===== src/rtl/game_uart_link_if.sv =====
// game_uart_link_if: byte-level handshake between the link engine (master) and the UART rx/tx cores (slave)
interface game_uart_link_if;
    logic [7:0] rx_data;
    logic       rx_ready;
    logic       tx_busy;
    logic       tx_start;
    logic [7:0] tx_data;
    modport master (input rx_data, rx_ready, tx_busy, output tx_start, tx_data);
    modport slave  (output rx_data, rx_ready, tx_busy, input tx_start, tx_data);
endinterface


===== src/rtl/game_uart_link.sv =====
// game_uart_link: PC command decoder plus FIFO-buffered event reporter with tx_busy handshake
module game_uart_link #(
    parameter int NUM_MOLES  = 5,
    parameter int FIFO_DEPTH = 8,
    parameter int ECHO_EN    = 0,
    parameter int SCORE_BITS = 6
) (
    input  logic                  clock,
    input  logic                  reset,
    game_uart_link_if.master      uart,
    input  logic                  game_active,
    input  logic                  game_over,
    input  logic [NUM_MOLES-1:0]  mole_positions,
    input  logic [SCORE_BITS-1:0] score,
    output logic                  cmd_start,
    output logic                  cmd_hit,
    output logic [NUM_MOLES-1:0]  cmd_hit_onehot,
    output logic                  rx_error,
    output logic                  drop_flag
);
    localparam int AW = $clog2(FIFO_DEPTH);
    localparam logic [AW:0] DEPTH = (AW+1)'(FIFO_DEPTH);
    typedef enum logic {RX_IDLE, RX_IDX} rx_state_t;
    typedef enum logic [1:0] {TX_IDLE, TX_WAIT_HI, TX_WAIT_LO} tx_state_t;
    rx_state_t rx_state;
    tx_state_t tx_state;
    logic [7:0] mem [FIFO_DEPTH];
    logic [AW:0] wr_ptr, rd_ptr, used;
    logic [NUM_MOLES-1:0] last_mole;
    logic over_armed, pend_mole, pend_over, pend_score, pend_score2, pend_echo;
    logic [7:0] mole_byte, score_byte, echo_byte, lowest, mole_code, hit_idx, wr_byte;
    logic rd_en, room1, room2, sel_s2, sel_p, sel_r, sel_m, sel_e, any_sel, wr_room, wr_en;
    logic mole_chg, hit_ok, echo_in;
    assign used     = wr_ptr - rd_ptr;
    assign rd_en    = tx_state == TX_IDLE && used != '0 && !uart.tx_busy;
    // A same-cycle pop frees one slot before the write lands
    assign room1    = used != DEPTH || rd_en;
    assign room2    = rd_en ? used != DEPTH : used < DEPTH - 1'b1;
    assign sel_s2   = pend_score2;
    assign sel_p    = !pend_score2 && pend_score;
    assign sel_r    = !pend_score2 && !pend_score && pend_over;
    assign sel_m    = !pend_score2 && !pend_score && !pend_over && pend_mole;
    assign sel_e    = !pend_score2 && !pend_score && !pend_over && !pend_mole && pend_echo;
    assign any_sel  = sel_s2 || sel_p || sel_r || sel_m || sel_e;
    assign wr_room  = sel_p ? room2 : room1;
    assign wr_en    = any_sel && wr_room;
    assign wr_byte  = sel_s2 ? score_byte : sel_p ? "P" : sel_r ? "R" : sel_m ? mole_byte : echo_byte;
    assign mole_chg = game_active && mole_positions != last_mole;
    assign mole_code = |mole_positions ? 8'h30 + lowest : "-";
    assign hit_idx  = uart.rx_data - 8'h30;
    assign hit_ok   = hit_idx < 8'(NUM_MOLES);
    assign echo_in  = ECHO_EN != 0 && uart.rx_ready;
    always_comb begin
        lowest = '0;
        for (int i = NUM_MOLES - 1; i >= 0; i--) if (mole_positions[i]) lowest = 8'(i);
    end
    always_ff @(posedge clock) if (wr_en) mem[wr_ptr[AW-1:0]] <= wr_byte;
    always_ff @(posedge clock or negedge reset) begin
        if (!reset) begin
            rx_state       <= RX_IDLE;
            tx_state       <= TX_IDLE;
            wr_ptr         <= '0;
            rd_ptr         <= '0;
            last_mole      <= '0;
            over_armed     <= 1'b1;
            pend_mole      <= 1'b0;
            pend_over      <= 1'b0;
            pend_score     <= 1'b0;
            pend_score2    <= 1'b0;
            pend_echo      <= 1'b0;
            mole_byte      <= '0;
            score_byte     <= '0;
            echo_byte      <= '0;
            cmd_start      <= 1'b0;
            cmd_hit        <= 1'b0;
            cmd_hit_onehot <= '0;
            rx_error       <= 1'b0;
            drop_flag      <= 1'b0;
            uart.tx_start  <= 1'b0;
            uart.tx_data   <= '0;
        end else begin
            cmd_start      <= 1'b0;
            cmd_hit        <= 1'b0;
            cmd_hit_onehot <= '0;
            rx_error       <= 1'b0;
            if (uart.rx_ready && rx_state == RX_IDX) begin
                rx_state       <= RX_IDLE;
                cmd_hit        <= hit_ok;
                cmd_hit_onehot <= hit_ok ? NUM_MOLES'(1) << hit_idx : '0;
                rx_error       <= !hit_ok;
            end else if (uart.rx_ready) begin
                cmd_start <= uart.rx_data == "S";
                rx_state  <= uart.rx_data == "H" ? RX_IDX : RX_IDLE;
            end
            // Clears for the served flag come first so a same-cycle new event wins
            pend_score2 <= sel_p && room2;
            if (sel_p) pend_score <= 1'b0;
            if (sel_p) score_byte <= 8'(score);
            if (uart.rx_ready && rx_state == RX_IDLE && uart.rx_data == "Q") pend_score <= 1'b1;
            if (sel_r) pend_over <= 1'b0;
            if (game_over && over_armed) begin
                pend_over  <= 1'b1;
                over_armed <= 1'b0;
            end else if (game_active && !game_over) over_armed <= 1'b1;
            if (sel_m) pend_mole <= 1'b0;
            if (mole_chg) begin
                pend_mole <= 1'b1;
                mole_byte <= mole_code;
                last_mole <= mole_positions;
            end
            if (sel_e) pend_echo <= 1'b0;
            if (echo_in) begin
                pend_echo <= 1'b1;
                echo_byte <= uart.rx_data;
            end
            drop_flag <= drop_flag || (any_sel && !wr_room) || (echo_in && pend_echo && !sel_e);
            if (wr_en) wr_ptr <= wr_ptr + 1'b1;
            uart.tx_start <= rd_en;
            if (rd_en) begin
                uart.tx_data <= mem[rd_ptr[AW-1:0]];
                rd_ptr       <= rd_ptr + 1'b1;
            end
            tx_state <= rd_en ? TX_WAIT_HI :
                        tx_state == TX_WAIT_HI && uart.tx_busy ? TX_WAIT_LO :
                        tx_state == TX_WAIT_LO && !uart.tx_busy ? TX_IDLE : tx_state;
        end
    end
endmodule


===== src/flat_wrapper.sv =====
// flat-port wrapper written by rule: the top's interface ports become plain ports
module game_uart_link_flat 
#(
    parameter int NUM_MOLES  = 5,
    parameter int FIFO_DEPTH = 8,
    parameter int ECHO_EN    = 0,
    parameter int SCORE_BITS = 6
)
  (clock, reset, game_active, game_over, mole_positions, score, cmd_start, cmd_hit, cmd_hit_onehot, rx_error, drop_flag, uart_rx_data, uart_rx_ready, uart_tx_busy, uart_tx_start, uart_tx_data);
  game_uart_link_if uart_i ();
  input  logic clock;
  input  logic reset;
  input  logic game_active;
  input  logic game_over;
  input  logic [NUM_MOLES-1:0] mole_positions;
  input  logic [SCORE_BITS-1:0] score;
  output logic cmd_start;
  output logic cmd_hit;
  output logic [NUM_MOLES-1:0] cmd_hit_onehot;
  output logic rx_error;
  output logic drop_flag;
  input wire logic [$bits(uart_i.rx_data)-1:0] uart_rx_data;
  input wire logic [$bits(uart_i.rx_ready)-1:0] uart_rx_ready;
  input wire logic [$bits(uart_i.tx_busy)-1:0] uart_tx_busy;
  output wire logic [$bits(uart_i.tx_start)-1:0] uart_tx_start;
  output wire logic [$bits(uart_i.tx_data)-1:0] uart_tx_data;
  assign uart_i.rx_data = uart_rx_data;
  assign uart_i.rx_ready = uart_rx_ready;
  assign uart_i.tx_busy = uart_tx_busy;
  assign uart_tx_start = uart_i.tx_start;
  assign uart_tx_data = uart_i.tx_data;
  game_uart_link #(.NUM_MOLES(NUM_MOLES), .FIFO_DEPTH(FIFO_DEPTH), .ECHO_EN(ECHO_EN), .SCORE_BITS(SCORE_BITS)) u_core (.clock(clock), .reset(reset), .uart(uart_i), .game_active(game_active), .game_over(game_over), .mole_positions(mole_positions), .score(score), .cmd_start(cmd_start), .cmd_hit(cmd_hit), .cmd_hit_onehot(cmd_hit_onehot), .rx_error(rx_error), .drop_flag(drop_flag));
endmodule

===== config.mk =====
export PLATFORM = sky130hd
export DESIGN_NAME = game_uart_link_flat
export DESIGN_NICKNAME = d
export VERILOG_FILES = /design/src/rtl/game_uart_link_if.sv /design/src/rtl/game_uart_link.sv /design/src/flat_wrapper.sv
export SDC_FILE = /design/constraint.sdc
export NUM_CORES = 1
export LEC_CHECK = 0
export ABC_AREA = 1
export CAP_MARGIN = 5
export CORE_UTILIZATION = 55
export CTS_CLUSTER_DIAMETER = 200
export DETAILED_ROUTE_END_ITERATION = 10
export DONT_BUFFER_PORTS = 1
export GPL_ROUTABILITY_DRIVEN = 0
export PLACE_DENSITY = 0.7
export SYNTH_ARGS = -nofsm -noshare
export SYNTH_HDL_FRONTEND = slang
export SYNTH_SLANG_ARGS = --single-unit

===== constraint.sdc =====
create_clock -name clock -period 5.3 [get_ports clock]
set_input_delay 1.325 -clock clock [delete_from_list [all_inputs] [get_ports clock]]
set_output_delay 1.325 -clock clock [all_outputs]
set_load 0.1 [all_outputs]

## Yosys cells after proc, flatten, opt, wreduce, memory -nomap -nowiden

Memories as Yosys holds them, arrays and structs flattened. A register that Yosys moved wholly into a read port is not among the register bits.
Cells that the tools add are included.

| cells by class | value |
|---|---|
| shifts and indexed selects | 1 |
| magnitude comparators | 2 |
| reduce and logical (&&, ||, !) cells | 40 |
| divide/modulo/power cells | 0 |
| bitwise logic cells | 1 |
| $add $sub $neg | 5 |
| equality and inequality tests | 7 |
| multipliers | 0 |
| muxes and demuxes | 34 |

Operators with widths:

| kind | count |
|---|---|
| $mux W8 | 9 |
| $eq A8 B7 Y1 const B | 3 |
| $mux W1 | 19 |
| $logic_and A1 B1 Y1 | 18 |
| $mux W5 | 2 |
| $reduce_bool A2 Y1 | 5 |
| $add A4 B1 Y4 const B | 2 |
| $add A6 B8 Y8 const A | 1 |
| $logic_not A1 Y1 | 8 |
| $lt A8 B3 Y1 const B | 1 |
| $shl A1 B8 Y5 const A | 1 |
| $sub A8 B6 Y8 const B | 1 |
| $mux W2 | 3 |
| $logic_or A1 B1 Y1 | 5 |
| $ne A5 B5 Y1 | 1 |
| $reduce_or A5 Y1 | 1 |
| $lt A4 B3 Y1 const B | 1 |
| $ne A4 B4 Y1 const B | 1 |
| $reduce_bool A4 Y1 | 1 |
| $sub A4 B4 Y4 | 1 |
| $mux W3 | 1 |
| $reduce_bool A3 Y1 | 1 |
| $eq A2 B1 Y1 const B | 1 |
| $eq A2 B2 Y1 const B | 1 |
| 2 further kinds | 2 |

| storage, ports and cells | value |
|---|---|
| memory bits (read-only) | 0 |
| memories kept | 1 |
| bits in latches | 0 |
| input port bits | 25 |
| bits in registers | 45 |
| RAM bits | 64 |
| logic and storage cells | 109 |
| output and inout bits | 18 |

Memories:

| memory | depth | width | rd ports | clocked after Yosys merged registers in | wr ports | line | RTL |
|---|---|---|---|---|---|---|---|
| u_core.mem | 8 | 8 | 1 | 1 | 1 | game_uart_link.sv:27 | `logic [7:0] mem [FIFO_DEPTH];` |

## Longest topological paths before layout

| logic depth | value |
|---|---|
| word-level depth | 9 |
| depth in mapped cells | 14 |

## Least setup slack after synthesis

OpenSTA, ideal clock, no wires.

| timing path | value |
|---|---|
| kind | register -> register |
| start point | reg u_core.rd_ptr[2] |
| end point | mem u_core.mem[0][0], enable pin |
| arrival time | 2233 ps |
| setup time | 360 ps |
| clock period less this slack | 2593 ps |
| cell stages (with the launch flop) | 12 |
| setup slack | 2707 ps |
| required time | 4940 ps |
| cells stage by stage | dfrtp_1 clkbuf_1 clkinv_1 ha_1 a21oi_1 nand2_1 nand2_1 a21boi_2 nand3_2 nand3_2 buf_6 nor2_1 |

| between the ends | value |
|---|---|
| longest elaborated chain between the ends | 9 |
| elaborated cells on any way between the ends | 12 |

Ends and longest elaborated chain:

| item | line | RTL |
|---|---|---|
| from (decl) | game_uart_link.sv:28 | `logic [AW:0] wr_ptr, rd_ptr, used;` |
| from (signal assigned) | game_uart_link.sv:121 | `rd_ptr <= rd_ptr + 1'b1;` |
| $sub A4 B4 Y4 * | game_uart_link.sv:34 | `assign used = wr_ptr - rd_ptr;` |
| parallel branches: the longest is 4 deep, another holds $lt A4 B3 Y1 | -- |  |
| $mux W1 * | game_uart_link.sv:45 | `assign wr_room = sel_p ? room2 : room1;` |
| $logic_and A1 B1 Y1 * | game_uart_link.sv:46 | `assign wr_en = any_sel && wr_room;` |
| $mux W1 * | game_uart_link.sv:57 | `always_ff @(posedge clock) if (wr_en) mem[wr_ptr[AW-1:0]] <= wr_byte;` |
| $mux W1 (implied by the code) * | game_uart_link.sv:57 |  |
| to (decl) | game_uart_link.sv:27 |  |

Mark *: on every way between the ends.

## Worst setup path in the final report

| timing path | value |
|---|---|
| start point | reg u_core.rd_ptr[0] |
| end point | mem u_core.mem[7][0], enable pin |

Same word-level chain as after synthesis.

==> run summary <==
Final Hold Vio Count: 0
Logic gate share of total power: 0.309
Mapped Avg Cell Area: 10.2 sq um
# port buffers: 0
Clk pwr share: 0.161
Critical Path Fanout Max: 32
Post-Syn Area: 4600 sq um
Die width: 93.5 um
CTS clk-pin slew, worst paths: 0.10 ns
Fin area: 4830 sq um
Yosys cell types: 38
Fraction of layout cells with a size suffix above 1: 0.0619
WHS: 0.459 ns
Sequential fraction of design power: 0.531
Initial Utilization: 0.563
Pwr/cell area: 578 nW/um^2
Ant. Diodes: 0
CP Launch Type: register
Final setup TNS: 0 ns
Worst path arrival time: 3.29 ns
Synth Register Bits: 106
Slew Viols, Final: 0
TritonRoute pass-1 iters: 5
CP bufs+invs: 1
Dpl hpwl: 6270 um
Sw power: 1.22 mW
Setup violators final: 0
Crit path launch: u_core.rd_ptr[0]
Crit path cell chain: ha_1, inv_1, fa_1, or2_4, nor2_4, a21boi_2, nand3_2, nand3_2, nor2_1
Filler cells: 684
Worst r2r src: u_core.rd_ptr[0]
Largest net degree at the start of global routing: 51
Critical Path End Type: register
Initial antenna violation count: 0
Sw frac: 0.437
Hold path start: u_core.mole_byte[5]
Register Area: 2930 sq um
Area growth from synthesis to layout: 4.92%
Routed Antenna Nets: 0
Worst setup path class: reg2reg
Core area: 8180 sq um
Total Power: 2.79 mW
Actual slew at the worst max-slew pin: 1.12 ns
Pleak: 2.02 nW
Via density per instance: 5.47
Num CTS Buffers: 9
First-pass GRT wire length: 14,500 um
CTS H-tree depth: 3
Final core occ: 0.591
RSZ-0062 raised after global routing: no
Multi-input logic area: 1430 sq um
Full die area: 8740 sq um
Achievable Freq: 306 MHz
Post-CTS Setup Inserts: 0
Hold Path Class: reg2reg
CTS Buffer Depth: 2
Most common cell after layout, fill and taps aside: nand2_1
Boundary pin count: 43
Hold-fix buffers at CTS: 0
TritonCTS clock tree: built
Commonest non-fill, non-tap cells in the layout: nand2_1, nor2_1, edfxtp_1
Cell Area, Placed: 4660 sq um
Fin crit share: 0.617
Worst path top cell family by delay: simple AND/OR/NAND/NOR gates
PnR worst setup slack: 2.03 ns
Max-cap viol count: 0
Final-stage net count: 478
Post-cts gate resize count: 0
Overflow after GRT: 0
Dominant cells by area after synthesis: edfxtp_1, dfrtp_1, nand2_1, nor2_1, o21ai_0
Max-Slew Margin vs Limit: 0.246
Synth warnings: 0
Syn Inst Count: 450
Iter 0 DRT Violations: 262
Root buf cell: clkbuf_8
Clk sinks: 106
Total global-route track usage: 0.225
Pint: 1.57 mW
Post-Layout Cell Count: 557
Pre-CTS WS: 2.02 ns
Vias in the first global route: 2,947
Die Height: 93.5 um
Status: completed
Worst EP required: 5.32 ns
Syn_nets: 481
Row count: 33
CP max stage delay: 0.89 ns
WL final: 8800 um
Clock Latency Late Sink: 0.37 ns
CP max stage cell: dfrtp_1
Vias: 3,047
Skew final: 0.00991 ns
Seq/Total Area, Yosys: 0.637
Minimum clock period: 3.27 ns
Synth top area share: 0.365
DRC Markers: 0
Post-synth top area cell: edfxtp_1
Peak VDD IR: 0.175 mV
CP most frequent cell: nand3_2
Inst Count DP: 541
Wire per inst: 15.8 um
[path summary, 6_finish.rpt]
kind / slack [ns] / cells past startpoint / end
max reg2reg: 2.03 / 9 / u_core.mem[7][0]
min: 0.46 / 2 / u_core.mole_byte[5]
max: 2.03 / 9 / u_core.mem[7][0]
min in group asynchronous: 0.64 / 0 / u_core.rd_ptr[0]
min reg2reg: 0.46 / 2 / u_core.mole_byte[5]
max in group asynchronous: 4.46 / 0 / u_core.over_armed
[Yosys cell counts (all sizes together)]
library cell,number
fa,1
o21bai,2
o32ai,1
o211ai,1
xor2,6
nand2,91
a2bb2oi,1
nor2,69
buf,11
conb,1
edfxtp,56
a21oi,5
dfrtp,49
a22o,1
nand4,3
a31oi,7
nor3,8
nand3,23
a21boi,1
clkbuf,4
maj3,1
xnor2,3
ha,5
clkinv,1
o21ai,40
dfstp,1
nor4,1
inv,40
o22ai,16
or2,1
[registers in the layout, summed over array words and instances, names as in the netlist, 2 cells and up]
| signal | cells |
|---|---|
| u_core.mem | 56 |
| u_core.score_byte | 6 |
| u_core.mole_byte | 6 |
| u_core.tx_state | 2 |
| u_core.rd_ptr | 4 |
| u_core.last_mole | 5 |
| u_core.wr_ptr | 4 |
| u_core.uart.tx_data | 7 |
| u_core.cmd_hit_onehot | 5 |
[metal layers]
metal	track usage	wire length (um)
met5	0	0
met4	0.0859	186
met3	0.0488	572
met2	0.337	3960
met1	0.323	4080
[worst reg2reg max path, delay by kind of cell (launching register included)]
kind | cells | cell delay [ns]
simple gates | 5 | 1.04
flops | 1 | 0.89
fa+ha+maj | 2 | 0.76
compound gates | 1 | 0.16
buf+inv | 1 | 0.06
[power by group through the flow]
stage	combinational, mW	clock (mW)	sequential, mW
floorplan	0.752	0	1.41
global placement	0.846	0	1.49
detailed placement	0.860	0	1.49
CTS	0.861	0.457	1.48
global route	0.987	0.491	1.51
finish	0.862	0.448	1.48
[final cells by class]
| type | instances | share of cell area |
|---|---|---|
| clock inverter | 7 | 0.0106 |
| inverter | 41 | 0.0324 |
| tap | 105 | 0.0272 |
| multi-input combinational | 288 | 0.295 |
| sequential | 106 | 0.607 |
| timing repair buffer | 1 | 0.00155 |
| clock buffer | 9 | 0.0256 |
[logic make-up after synthesis]
| family | synth area share |
|---|---|
| buffers and inverters | 0.0530 |
| and+or+nand+nor | 0.179 |
| AOI/OAI and AO/OA | 0.0932 |
| other | 0.000814 |
| DFF | 0.637 |
| xor gates and xnor gates | 0.0171 |
| adders and majority gates | 0.0201 |
Note: power is estimated with default switching activity, not from simulation.
